### config.mk
export PLATFORM = sky130hd
export DESIGN_NAME = alu_issue_ctrl
export DESIGN_NICKNAME = d
export VERILOG_FILES = /design/src/rtl/alu_issue_ctrl.sv
export SDC_FILE = /design/constraint.sdc
export NUM_CORES = 1
export LEC_CHECK = 0
export ABC_AREA = 1
export BUFFER_PORTS_ARGS = -buffer_cell sky130_fd_sc_hd__buf_2
export CAP_MARGIN = 20
export CORE_ASPECT_RATIO = 2
export CORE_MARGIN = 5
export CORE_UTILIZATION = 37
export CTS_CLUSTER_SIZE = 30
export DETAILED_ROUTE_END_ITERATION = 10
export HOLD_SLACK_MARGIN = 0.06
export PLACE_DENSITY = 0.61
export SLEW_MARGIN = 5
export SYNTH_ARGS = -nofsm -noshare
export SYNTH_HDL_FRONTEND = slang
export SYNTH_SLANG_ARGS = --single-unit
### constraint.sdc
create_clock -name clk -period 4.2 [get_ports clk]
set_input_delay 0.63 -clock clk [delete_from_list [all_inputs] [get_ports clk]]
set_output_delay 0.63 -clock clk [all_outputs]
set_load 0.02 [all_outputs]
### src/rtl/alu_issue_ctrl.sv
// alu_issue_ctrl: upstream side of the ALU instruction interface.
// Instructions are buffered in an in-order FIFO. The head is presented
// combinationally to the ALU, and the returned result is captured into a
// registered result stream with a sequence tag and an error flag.
module alu_issue_ctrl #(
    parameter int DEPTH = 4,
    parameter int TAG_W = 4
) (
    input  logic                     clk,
    input  logic                     rst,
    input  logic                     in_valid,
    output logic                     in_ready,
    input  logic [67:0]              in_iw,
    output logic [67:0]              alu_iw,
    input  logic [31:0]              alu_out,
    output logic                     res_valid,
    input  logic                     res_ready,
    output logic [31:0]              res_data,
    output logic [TAG_W-1:0]         res_tag,
    output logic                     res_err,
    output logic [$clog2(DEPTH):0]   occupancy
);

    localparam int PTR_W = $clog2(DEPTH);
    localparam int OCC_W = PTR_W + 1;

    localparam logic [2:0] OPC_DIV = 3'd3;
    localparam logic [2:0] OPC_SR  = 3'd5;

    // An instruction is rejected when its opcode is outside ADD..SR
    // or when it divides by zero.
    function automatic logic issue_error(input logic [2:0] opc, input logic [31:0] b);
        logic illegal;
        logic div_zero;
        illegal  = (opc > OPC_SR);
        div_zero = (opc == OPC_DIV) && (b == 32'd0);
        return illegal || div_zero;
    endfunction

    logic [67:0]      mem_q [DEPTH];
    logic [PTR_W-1:0] wr_ptr_q, wr_ptr_d;
    logic [PTR_W-1:0] rd_ptr_q, rd_ptr_d;
    logic [OCC_W-1:0] occ_q, occ_d;
    logic             res_valid_q, res_valid_d;
    logic [31:0]      res_data_q, res_data_d;
    logic [TAG_W-1:0] res_tag_q, res_tag_d;
    logic             res_err_q, res_err_d;
    logic [TAG_W-1:0] tag_cnt_q, tag_cnt_d;

    logic             empty_s;
    logic             full_s;
    logic             push_s;
    logic             issue_s;
    logic [67:0]      head_s;
    logic             err_s;

    assign empty_s = (occ_q == {OCC_W{1'b0}});
    assign full_s  = (occ_q == OCC_W'(DEPTH));
    assign push_s  = in_valid && !full_s;
    assign issue_s = !empty_s && (!res_valid_q || res_ready);
    assign head_s  = empty_s ? 68'd0 : mem_q[rd_ptr_q];
    assign err_s   = issue_error(head_s[67:65], head_s[31:0]);

    assign in_ready  = !full_s;
    assign alu_iw    = head_s;
    assign res_valid = res_valid_q;
    assign res_data  = res_data_q;
    assign res_tag   = res_tag_q;
    assign res_err   = res_err_q;
    assign occupancy = occ_q;

    // Next-state logic for the FIFO pointers, occupancy and result register.
    always_comb begin
        wr_ptr_d    = wr_ptr_q;
        rd_ptr_d    = rd_ptr_q;
        occ_d       = occ_q;
        res_valid_d = res_valid_q;
        res_data_d  = res_data_q;
        res_tag_d   = res_tag_q;
        res_err_d   = res_err_q;
        tag_cnt_d   = tag_cnt_q;

        if (push_s) begin
            wr_ptr_d = wr_ptr_q + PTR_W'(1);
        end else begin
            wr_ptr_d = wr_ptr_q;
        end

        case ({push_s, issue_s})
            2'b10:   occ_d = occ_q + OCC_W'(1);
            2'b01:   occ_d = occ_q - OCC_W'(1);
            default: occ_d = occ_q;
        endcase

        if (issue_s) begin
            // The ALU result is discarded for rejected instructions.
            rd_ptr_d    = rd_ptr_q + PTR_W'(1);
            res_valid_d = 1'b1;
            res_tag_d   = tag_cnt_q;
            tag_cnt_d   = tag_cnt_q + TAG_W'(1);
            res_err_d   = err_s;
            res_data_d  = err_s ? 32'd0 : alu_out;
        end else if (res_valid_q && res_ready && empty_s) begin
            // Data, tag and error keep their last values after the drain.
            res_valid_d = 1'b0;
        end else begin
            res_valid_d = res_valid_q;
        end
    end

    // Control and result state, cleared by the asynchronous reset.
    always_ff @(posedge clk or posedge rst) begin
        if (rst) begin
            wr_ptr_q    <= {PTR_W{1'b0}};
            rd_ptr_q    <= {PTR_W{1'b0}};
            occ_q       <= {OCC_W{1'b0}};
            res_valid_q <= 1'b0;
            res_data_q  <= 32'd0;
            res_tag_q   <= {TAG_W{1'b0}};
            res_err_q   <= 1'b0;
            tag_cnt_q   <= {TAG_W{1'b0}};
        end else begin
            wr_ptr_q    <= wr_ptr_d;
            rd_ptr_q    <= rd_ptr_d;
            occ_q       <= occ_d;
            res_valid_q <= res_valid_d;
            res_data_q  <= res_data_d;
            res_tag_q   <= res_tag_d;
            res_err_q   <= res_err_d;
            tag_cnt_q   <= tag_cnt_d;
        end
    end

    // FIFO storage. Stale entries are harmless because the head reads as
    // zero while the FIFO is empty.
    always_ff @(posedge clk) begin
        if (push_s) begin
            mem_q[wr_ptr_q] <= in_iw;
        end
    end

endmodule

==> results of run 1 <==
[power by group through the flow]
stage	combinational, mW	sequential, mW	clock (mW)
after detailed placement	5.60	4.56	0
after global routing	6.11	4.55	3.11
after CTS	5.62	4.49	2.98
after floorplan	3.42	4.78	0
final	5.47	4.49	2.90
after global placement	5.55	4.53	0
[sequential cells by signal (all words and copies together) (netlist names)]
signal     count
tag_cnt_q      4
res_data      32
occupancy      3
res_err        1
mem_q        272
rd_ptr_q       2
res_valid      1
res_tag        4
wr_ptr_q       2
[stage by stage]
step,setup WS (ns),std cells,hold WS [ns],area [µm²]
floorplan,-0.206,1225,0.508,13400
global placement,1.18,1839,0.457,14900
detailed placement,1.12,1839,0.460,14900
CTS,0.727,1895,0.202,16000
global route,0.665,1901,0.242,16000
finish,0.805,1903,0.198,16000
[layout by cell type (no fill, tap or decap), drive strengths merged]
cell type	netlist	routed
ha	6	6
clkinv	0	10
edfxtp	272	272
o21ai	97	97
o211ai	2	2
nor2	183	183
bufinv	0	6
a21oi	50	50
clkbuf	36	35
nand3	43	43
nand4	1	1
inv	108	110
xor2	6	6
nand2	308	308
fa	1	1
clkinvlp	0	3
dfrtp	49	49
xnor2	1	1
diode	0	8
nand3b	32	32
buf	30	230
[logic make-up after synthesis]
group           count (synthesis)  share of synthesized area [%]
compound gates                149                           5.62
xor+xnor                        7                          0.459
fa+ha+maj                       7                          0.711
buf+inv                       174                           5.59
flops                         321                           70.3
simple gates                  567                           17.4
[final timing paths]
check / startpoint / endpoint / slack (ns) / cells after the start
min: rst / tag_cnt_q[0] / 0.20 / 2
min in group clk: in_iw[53] / mem_q[1][53] / 0.27 / 1
min reg2reg: res_data[7] / res_data[7] / 0.47 / 2
max in group asynchronous: rst / res_data[11] / 3.31 / 3
max reg2reg: rd_ptr_q[1] / res_data[3] / 1.11 / 11
max: rd_ptr_q[0] / alu_iw[18] / 0.81 / 5
[area by class of cell]
cell class | instances | area (µm²) | area share, %
Antenna cell | 8 | 20.0 | 0.125
Clock buffer | 35 | 791 | 4.95
Tap cell | 450 | 563 | 3.52
Sequential cell | 321 | 9400 | 58.8
Multi-Input combinational cell | 730 | 3260 | 20.4
Clock inverter | 21 | 267 | 1.67
Timing Repair Buffer | 230 | 1270 | 7.94
Inverter | 108 | 408 | 2.55
[per-layer routing]
metal	up-vias	share of wire, %	GRT usage (%)
met5	-	0.048	0
met4	4	4.0	7.40
met3	71	5.7	2.76
met2	268	52	29.3
met1	4351	38	18.2
li1	4447	-	-
==> reports/results.env, run 1 <==
RUN_STATUS='finished, final reports clean'
PLACEMENT_ROWS=98
POWER_PER_CELL_AREA_nW_PER_UM2=805
ENDPOINT_KIND='output port'
POST-ROUTE-UTIL_PCT=44.6
SYNTHESIZED_AREA_PER_CELL_UM2=10.9
CTS_TREE='yes'
DRC=0
AREA.GROWTH.SYNTH_TO_FINAL_PCT=19.5
CRIT_TYPE='reg2out'
INITIAL_CORE_UTIL_PCT=37.3
FINAL_LAYOUT_SIZE_SUFFIX_GT1_SHARE_PCT=20.1
TIMING.CRITICAL_PATH.SLOWEST_STAGE_CELL='inv_4'
HOLD_REMOVAL_PATH_CLASS='in2async'
YS.WARNINGS.COUNT=0
SYNTH_FP_NETS=1336
SYNTH.MOST_COMMON_CELL='nand2_1'
SEQ_AREA_FRAC_SYNTH_PCT=70.3
CLKPWRFRAC_PCT=22.6
GRT_OVERFLOW_TOTAL=0
FINAL_NET_COUNT=1532
CTSHTREEMAXLEVEL=1
POST_SYNTHESIS_INSTANCE_TOTAL=1225
LEAKAGEPOWER_nW=6.76
YOSYS_MOST_USED_DFF='edfxtp_1'
DRT_ITER0_DRC=517
ROUTE.DETAILED.VIAS_PER_INST=4.80
YOSYS-TOP-CELLS-AREA='edfxtp_1, dfrtp_1, nand2_1, nor2_1, o21ai_0'
POWER.NET_SWITCHING_mW=5.31
DESIGN.DIE.AREA_UM2=40300
FINALCRITICALPERIOD_NS=3.39
MAX_FREQ_GHz=0.295
CTS_INSERTED_BUFFERS=30
DETAIL_ROUTED_NET_LENGTH_PER_STANDARD_CELL_UM=17.5
GRT_ANTENNA_BEFORE_REPAIR=11
FINAL-SETUP-VIOL-COUNT=0
SYNTH_CELL_TYPES=26
WORSTPATHARRIVAL_NS=2.76
SETUP_TOTAL_NEGATIVE_SLACK_NS=0
RSZ0062_AT_GRT='no'
FIRST_GLOBAL_VIAS=9185
FINAL_MIN_PERIOD_OVER_CLOCK_PERIOD_PCT=80.8
MAX_CAP_VIOLATIONS=0
WORST_CASE_VDD_IR_DROP_mV=0.567
CLKSLEWWORSTSETUPHOLDPATHS_NS=0.07
SYNTH_SEQ_CELLS=321
CP_SLOWEST_STAGE_DELAY_NS=0.55
SYNTH_TOP_AREA_SHARE_PCT=61.1
DIE_Y_UM=279
COMBINED_BUFFER_AND_INVERTER_COUNT_ALONG_THE_CRITICAL_PATH=3
PORT-BUFFER-COUNT=213
CRITICAL_PATH.STARTPOINT_TYPE='flip-flop'
PLACE_CONGESTION=0.769
SWSHARE_PCT=41.3
DIE_WIDTH_UM=144
FIRST_PASS_GRT_WIRE_LENGTH_MM=50.6
CTS_SETUP_BUFFERS=0
LAYOUT_FILLERS=3374
WORSTPATHCELLLIST='inv_4 > buf_12 > o21ai_0 > a21oi_1 > buf_2'
VIAS=9141
CTS_HOLD_BUF=0
COREAREA_UM2=35800
CRIT_PATH_MAX_FANOUT=72
P_SEQ_SHARE_PCT=34.9
NUM_IO_PINS=214
P_INT_mW=7.55
FINALHOLDVIOLATIONS=0
SYNTH_COMMON_CELLS='nand2_1, edfxtp_1, nor2_1, inv_1, o21ai_0'
MAXSLEWVIOLCOUNT=0
NETLIST_AREA_UM2=13400
WORST-SLEW-PIN-TRANSITION_NS=0.932
CTS.PATH.MAX_BUFFERS=3
TIMING.SLEW.HEADROOM_PCT=37.9
TOTAL_POWER_mW=12.9
DRT_PRE_ANTENNA_ITERS=5
DELAY_HEAVIEST_FAMILY_CP='buffers and inverters'
POST_CTS.RESIZED_INSTANCES=0
ROUTED_WIRELENGTH_MM=33.2
COMBINATIONALPOWERSHARE_PCT=42.5
GROUTE.USAGE.OVERALL_PCT=16.2
YOSYSTOPAREACELL='edfxtp_1'
SYNTH_EDF_COUNT=272
CLOCK-SKEW-FINAL_NS=0.0142
CLOCKROOTBUFFER='clkbuf_16'
WORSTSKEWPAIRLATENCY_NS=0.57
CP.REQUIRED_NS=3.57
ANTENNA_VIOLATING_NETS_POST_ROUTE=0
ASYNC_FLOP_SHARE_PCT=15.3
DP_HPWL_MM=20.4
NUMCLOCKSINKS=321
MAXIMUM_NUMBER_OF_PINS_ON_ONE_NET_BEFORE_GLOBAL_ROUTE_REPAIR=136
No activity file was read; power rests on OpenSTA's default activity.
==> inputs of run 2 (changes only) <==
- ABC_AREA: 1 -> 0
- PLACE_DENSITY: 0.61 -> 0.59
- clock period: 4.2 -> 3.4 ns (I/O delays scaled with it)
==> reports/results.env, run 2 <==
RUN_STATUS='finished, final reports clean'
AREA.GROWTH.SYNTH_TO_FINAL_PCT=20.5
ROUTED_WIRELENGTH_MM=29.3
SYNTH_CELL_TYPES=32
ANTENNA_VIOLATING_NETS_POST_ROUTE=0
PLACEMENT_ROWS=96
GRT_ANTENNA_BEFORE_REPAIR=5
POST_SYNTHESIS_INSTANCE_TOTAL=706
WORST_CASE_VDD_IR_DROP_mV=0.635
COREAREA_UM2=34200
COMBINATIONALPOWERSHARE_PCT=40.5
DRC=0
LAYOUT_SETUP_WS_NS=0.376
WORST-SLEW-PIN-TRANSITION_NS=0.742
P_SEQ_SHARE_PCT=38.7
DRT_ITER0_DRC=275
CRIT_PATH_MAX_FANOUT=14
MAXIMUM_NUMBER_OF_PINS_ON_ONE_NET_BEFORE_GLOBAL_ROUTE_REPAIR=54
SYNTH.MOST_COMMON_CELL='edfxtp_1'
SETUP_TOTAL_NEGATIVE_SLACK_NS=0
ROUTE.DETAILED.VIAS_PER_INST=5.06
TIMING.CRITICAL_PATH.SLOWEST_STAGE_CELL='mux4_2'
WORSTPATHCELLLIST='buf_4 > buf_4 > mux4_2 > nor2b_1 > buf_2'
CLOCKROOTBUFFER='clkbuf_16'
PLACE_CONGESTION=0.726
LAYOUT_FILLERS=3042
POST_CTS.RESIZED_INSTANCES=0
SWSHARE_PCT=36.7
CRIT_PATH_END='alu_iw[24]'
CRIT_TYPE='reg2out'
CRITICAL_PATH.STARTPOINT_TYPE='flip-flop'
ENDPOINT_KIND='output port'
WORSTREG2REGSTART='rd_ptr_q[0]'
NUMCLOCKSINKS=321
CTS_HOLD_BUF=0
NUM_IO_PINS=214
POWER.NET_SWITCHING_mW=5.37
FINAL_MIN_PERIOD_OVER_CLOCK_PERIOD_PCT=88.9
FF2FF_PATH_DEPTH=8
SYNTH_COMMON_CELLS='edfxtp_1, mux4_2, nor2b_1, o211ai_1, nand2_1'
SYNTHESIZED_AREA_PER_CELL_UM2=18.1
VIAS=7069
FINALCRITICALPERIOD_NS=3.02
DP_HPWL_MM=19.6
FINAL_LAYOUT_SIZE_SUFFIX_GT1_SHARE_PCT=37.9
GROUTE.USAGE.OVERALL_PCT=15.1
CTS_INSERTED_BUFFERS=29
FINAL_CELL_COUNT_WITHOUT_FILLERS=1396
DIE_Y_UM=273
PLACED_CELLS_INCL_TAPS=1336
RR_ENDPOINT='res_err'
YS.WARNINGS.COUNT=0
WORSTPATHARRIVAL_NS=2.51
MAX_FREQ_GHz=0.331
PLACE_WS_NS=0.511
FIRST_PASS_GRT_WIRE_LENGTH_MM=44.6
HOLD_REMOVAL_PATH_CLASS='in2async'
WORSTSKEWPAIRLATENCY_NS=0.55
FINAL_CELL_MIX='edfxtp_1, buf_2, mux4_2, nor2b_1, o211ai_1'
CRIT_TOP_CELL='buf_4'
LARGEST_REGISTER='mem_q'
CLKSLEWWORSTSETUPHOLDPATHS_NS=0.07
FINAL_NET_COUNT=1040
GRT_OVERFLOW_TOTAL=0
MAX_CAP_VIOLATIONS=0
CTSHTREEMAXLEVEL=1
LEAKAGEPOWER_nW=5.54
RSZ0062_AT_GRT='no'
YOSYS-TOP-CELLS-AREA='edfxtp_1, mux4_2, dfrtp_1, o211ai_1, nor2b_1'
SYNTH_EDF_COUNT=272
DESIGN.DIE.AREA_UM2=38600
SYNTH_SEQ_CELLS=321
CRITPATHLAUNCH='rd_ptr_q[0]'
MAXSLEWVIOLCOUNT=0
YOSYS_MOST_USED_DFF='edfxtp_1'
NETLIST_AREA_UM2=12800
P_INT_mW=9.26
CP.REQUIRED_NS=2.89
DIE_WIDTH_UM=141
FIRST_GLOBAL_VIAS=7563
FINAL-SETUP-VIOL-COUNT=0
PORT-BUFFER-COUNT=213
SYNTH_TOP_AREA_SHARE_PCT=63.9
FINALHOLDVIOLATIONS=0
DETAIL_ROUTED_NET_LENGTH_PER_STANDARD_CELL_UM=21.0
LAYOUT.CELLS.MOST_COMMON='edfxtp_1'
REG_TO_REG_SETUP_TIMING_SLACK_NS=0.54
TIMING.SLEW.HEADROOM_PCT=50.5
YOSYSTOPAREACELL='edfxtp_1'
SEQ_AREA_FRAC_SYNTH_PCT=73.5
CLKPWRFRAC_PCT=20.8
LARGEST_REGISTER_FFS=272
SYNTH_FP_NETS=817
POST-ROUTE-UTIL_PCT=45.0
POWER_PER_CELL_AREA_nW_PER_UM2=950
DRT_PRE_ANTENNA_ITERS=4
CP_SLOWEST_STAGE_DELAY_NS=0.56
CLOCK-SKEW-FINAL_NS=0.0104
INITIAL_CORE_UTIL_PCT=37.4
ASYNC_FLOP_SHARE_PCT=15.3
CTS_TREE='yes'
CTS.PATH.MAX_BUFFERS=3
[run 2: cell types whose count changed in the layout (fill, tap and decap cells not counted), moves of 7 or more]
cell | before | now
nor4_1 | 0 | 7
o211ai_1 | 2 | 64
a21oi_1 | 50 | 0
o21ai_1 | 10 | 0
mux4_2 | 0 | 68
buf_4 | 11 | 19
nor2b_1 | 0 | 68
nand2_1 | 307 | 53
nor2_1 | 178 | 3
nand3_1 | 41 | 33
o21ai_0 | 87 | 1
inv_1 | 104 | 6
nand3b_1 | 32 | 0
[run 2: metal layers]
layer  GRT usage, %  share of wire [%]  vias up
li1               -                  -     3233
met1           16.4                 36     3576
met2           28.7                 56      218
met3           2.85                6.2       42
met4           5.28                2.5        0
met5              0                  0        -
[run 2: cell type report]
type	instances	area (µm²)	area share, %
diodes	4	10.0	0.0650
clock buffers	40	797	5.17
clock inverters	13	75.1	0.487
inverters	8	30.0	0.195
multi-input cells	330	3200	20.7
flip-flops and latches	321	9400	61.0
well taps	441	552	3.58
repair buffers	239	1350	8.75
[run 2: worst min-delay path by stage]
stage                         to  depth (start not counted)         start
floorplan           tag_cnt_q[3]                          1  tag_cnt_q[3]
global placement     res_data[6]                          2   res_data[6]
detailed placement   res_data[1]                          2   res_data[1]
CTS                 tag_cnt_q[2]                          2           rst
global route        tag_cnt_q[2]                          2           rst
finish              tag_cnt_q[2]                          2           rst
[run 2: worst max-delay path: cells and delay by family, from the launching register on]
family	cells	cell delay (ns)
buf+inv	3	0.78
mux	1	0.56
flops	1	0.44
simple gates	1	0.18
[run 2: cell families after synthesis]
logic type / Yosys count / share of synthesized area (%)
flip-flops: 321 / 73.5
AO/OA/AOI/OAI: 69 / 3.99
XOR/XNOR: 9 / 0.616
buffers and inverters: 55 / 1.88
AND/OR/NAND/NOR: 176 / 7.25
adder cells (fa/ha/maj): 7 / 0.744
multiplexers: 69 / 12.1
[run 2: power groups by stage]
stage,clock network (mW),logic [mW],registers (mW)
2_1_floorplan,0,3.71,5.94
3_3_place_gp,0,5.96,5.78
3_5_place_dp,0,5.99,5.82
4_1_cts,3.14,6.01,5.74
5_1_grt,3.30,6.41,5.77
6_report,3.05,5.92,5.66
[run 2: metrics by stage]
stage                     power, mW  instance area, µm²  hold slack (ns)
after floorplan                9.65               12800            0.445
after global placement         11.7               14500            0.454
after detailed placement       11.8               14500            0.461
after CTS                      14.9               15400           0.0783
after global routing           15.5               15400            0.115
final                          14.6               15400           0.0785
[run 2: what timing repair did]
action,CTS,global route
endpoints found under the hold margin,0,0
setup endpoints to repair,0,11
buffers inserted,0,3
==> inputs of run 3 (changes only) <==
--- a/config.mk
+++ b/config.mk
@@ -15,4 +15,5 @@
 export DETAILED_ROUTE_END_ITERATION = 10
 export HOLD_SLACK_MARGIN = 0.06
+export MAX_ROUTING_LAYER = met4
 export PLACE_DENSITY = 0.59
 export SLEW_MARGIN = 5
==> constraint.sdc (replaced) <==
create_clock -name clk -period 3.4 [get_ports clk]
set_input_delay 0.51 -clock clk [delete_from_list [all_inputs] [get_ports clk]]
set_output_delay 0.51 -clock clk [all_outputs]
set_load 0.01 [all_outputs]
==> reports/results.env, run 3 (synthesized netlist as in run 2, its figures left out) <==
GROUTE.USAGE.OVERALL_PCT=15.5
INITIAL_CORE_UTIL_PCT=37.4
WORST_CASE_VDD_IR_DROP_mV=0.616
WORSTREG2REGSTART='rd_ptr_q[0]'
DP_HPWL_MM=19.7
CLKPWRFRAC_PCT=23.4
CP.REQUIRED_NS=2.89
CP_SLOWEST_STAGE_DELAY_NS=0.52
ROUTED_WIRELENGTH_MM=29.3
RR_ENDPOINT='res_err'
DRC=0
CLKSLEWWORSTSETUPHOLDPATHS_NS=0.06
GRT_MOST_USED_LAYER='met2'
DETAIL_ROUTED_NET_LENGTH_PER_STANDARD_CELL_UM=20.9
FINAL-SETUP-VIOL-COUNT=0
TIMING.CRITICAL_PATH.SLOWEST_STAGE_CELL='mux4_2'
AREA.GROWTH.SYNTH_TO_FINAL_PCT=21.6
CRITICAL_PATH.STARTPOINT_TYPE='flip-flop'
WORSTPATHCELLLIST='buf_4 > buf_4 > mux4_2 > nor2b_1 > buf_2'
WORST-SLEW-PIN-TRANSITION_NS=0.740
FF2FF_PATH_DEPTH=8
GRTUSAGEMET1_PCT=17.0
CRIT_TOP_CELL='buf_4'
PLACED_AREA_UM2=14500
RSZ0062_AT_GRT='no'
ROUTE.DETAILED.VIAS_PER_INST=5.05
CLOCKROOTBUFFER='clkbuf_16'
MAXSLEWVIOLCOUNT=0
WORSTSKEWPAIRLATENCY_NS=0.56
DIE_Y_UM=273
LAYOUT.CELLS.MOST_COMMON='edfxtp_1'
TIMING.SLEW.HEADROOM_PCT=50.6
CLOCK-SKEW-FINAL_NS=0.0181
POWER.NET_SWITCHING_mW=4.74
LARGEST_REGISTER='mem_q'
GRT_ANTENNA_BEFORE_REPAIR=7
FINAL_LAYOUT_SIZE_SUFFIX_GT1_SHARE_PCT=38.1
DRT_PRE_ANTENNA_ITERS=5
FINAL_NET_COUNT=1045
PLACE_CONGESTION=0.732
CTS_INSERTED_BUFFERS=30
SWSHARE_PCT=33.3
WORST_HOLD_SLACK_ACROSS_ALL_ENDPOINTS_NS=0.0678
CRIT_TYPE='reg2out'
ENDPOINT_KIND='output port'
DELAY_HEAVIEST_FAMILY_CP='buffers and inverters'
CRIT_PATH_MAX_FANOUT=12
FIRST_GLOBAL_VIAS=7677
FIRST_PASS_GRT_WIRE_LENGTH_MM=44.8
WORSTPATHARRIVAL_NS=2.45
PLACE_WS_NS=0.438
GRT_OVERFLOW_TOTAL=0
CTS_HOLD_BUF=0
LAYOUT_SETUP_WS_NS=0.438
NUMCLOCKSINKS=321
P_SEQ_SHARE_PCT=39.8
COMBINATIONALPOWERSHARE_PCT=36.8
VIAS=7094
CTS.PATH.MAX_BUFFERS=3
MAX_FREQ_GHz=0.338
DESIGN.DIE.AREA_UM2=38600
CTSHTREEMAXLEVEL=1
MAX_CAP_VIOLATIONS=0
P_INT_mW=9.52
NUM_IO_PINS=214
GLOBALROUTEMET2UTIL_PCT=27.7
REG_TO_REG_SETUP_TIMING_SLACK_NS=0.59
CTS_TREE='yes'
GRT.MET3_USAGE_PCT=2.56
LARGEST_REGISTER_FFS=272
PLACEMENT_ROWS=96
FINAL_MIN_PERIOD_OVER_CLOCK_PERIOD_PCT=87.1
COMBINED_BUFFER_AND_INVERTER_COUNT_ALONG_THE_CRITICAL_PATH=3
SETUP_TOTAL_NEGATIVE_SLACK_NS=0
FINALHOLDVIOLATIONS=0
LEAKAGEPOWER_nW=5.60
FINAL_CELL_MIX='edfxtp_1, buf_2, mux4_2, nor2b_1, o211ai_1'
DRT_ITER0_DRC=298
PORT-BUFFER-COUNT=213
PLACED_CELLS_INCL_TAPS=1338
FINALINSTANCEAREA_UM2=15500
MAXIMUM_NUMBER_OF_PINS_ON_ONE_NET_BEFORE_GLOBAL_ROUTE_REPAIR=45
POWER_PER_CELL_AREA_nW_PER_UM2=918
COREAREA_UM2=34200
FINAL_CELL_COUNT_WITHOUT_FILLERS=1405
FINALCRITICALPERIOD_NS=2.96
HOLD_REMOVAL_PATH_CLASS='in2async'
RUN_STATUS='finished, final reports clean'
DIE_WIDTH_UM=141
ANTENNA_VIOLATING_NETS_POST_ROUTE=0
-- run 3: worst max-delay path by stage --
stage	start	depth (start not counted)	slack, ns	to
2_1_floorplan	occupancy[0]	3	0.59	mem_q[0][0]
3_3_place_gp	rd_ptr_q[0]	7	0.48	res_err
3_5_place_dp	rd_ptr_q[0]	7	0.44	res_err
4_1_cts	rd_ptr_q[0]	5	0.03	alu_iw[56]
5_1_grt	rd_ptr_q[0]	5	0.26	alu_iw[53]
6_report	rd_ptr_q[0]	5	0.44	alu_iw[56]
-- run 3: what timing repair did --
action,CTS,global route
buffers inserted,0,5
hold endpoints to repair,0,0
resized for setup,0,0
endpoints found under the setup margin,0,11
-- run 3: metal layers --
layer  part of all wire (%)  wire, µm
met4                    3.2       947
met5                      0         0
met2                     55     16000
met1                     36     10600
met3                    5.8      1720
-- run 3: per-stage QoR --
stage | power, mW | utilization (%)
after global routing | 15.1 | 45.4
after global placement | 11.1 | 42.4
after detailed placement | 11.1 | 42.4
after CTS | 14.5 | 45.2
final | 14.3 | 45.4
after floorplan | 8.98 | -
-- run 3: power groups by stage --
| stage | Clock [mW] | Combinational (mW) | Sequential [mW] |
|---|---|---|---|
| 6_report | 3.34 | 5.25 | 5.67 |
| 5_1_grt | 3.60 | 5.73 | 5.77 |
| 4_1_cts | 3.44 | 5.32 | 5.75 |
| 3_5_place_dp | 0 | 5.31 | 5.83 |
| 3_3_place_gp | 0 | 5.29 | 5.78 |
| 2_1_floorplan | 0 | 3.22 | 5.76 |
-- run 3: area by class of cell --
type                            count  area (µm²)
Sequential cell                   321        9400
Tap cell                          441         552
Fill cell                        3036       18700
Inverter                            8        30.0
Multi-Input combinational cell    330        3200
Antenna cell                        8        20.0
Timing Repair Buffer              243        1370
Clock buffer                       33         783
Clock inverter                     21         195
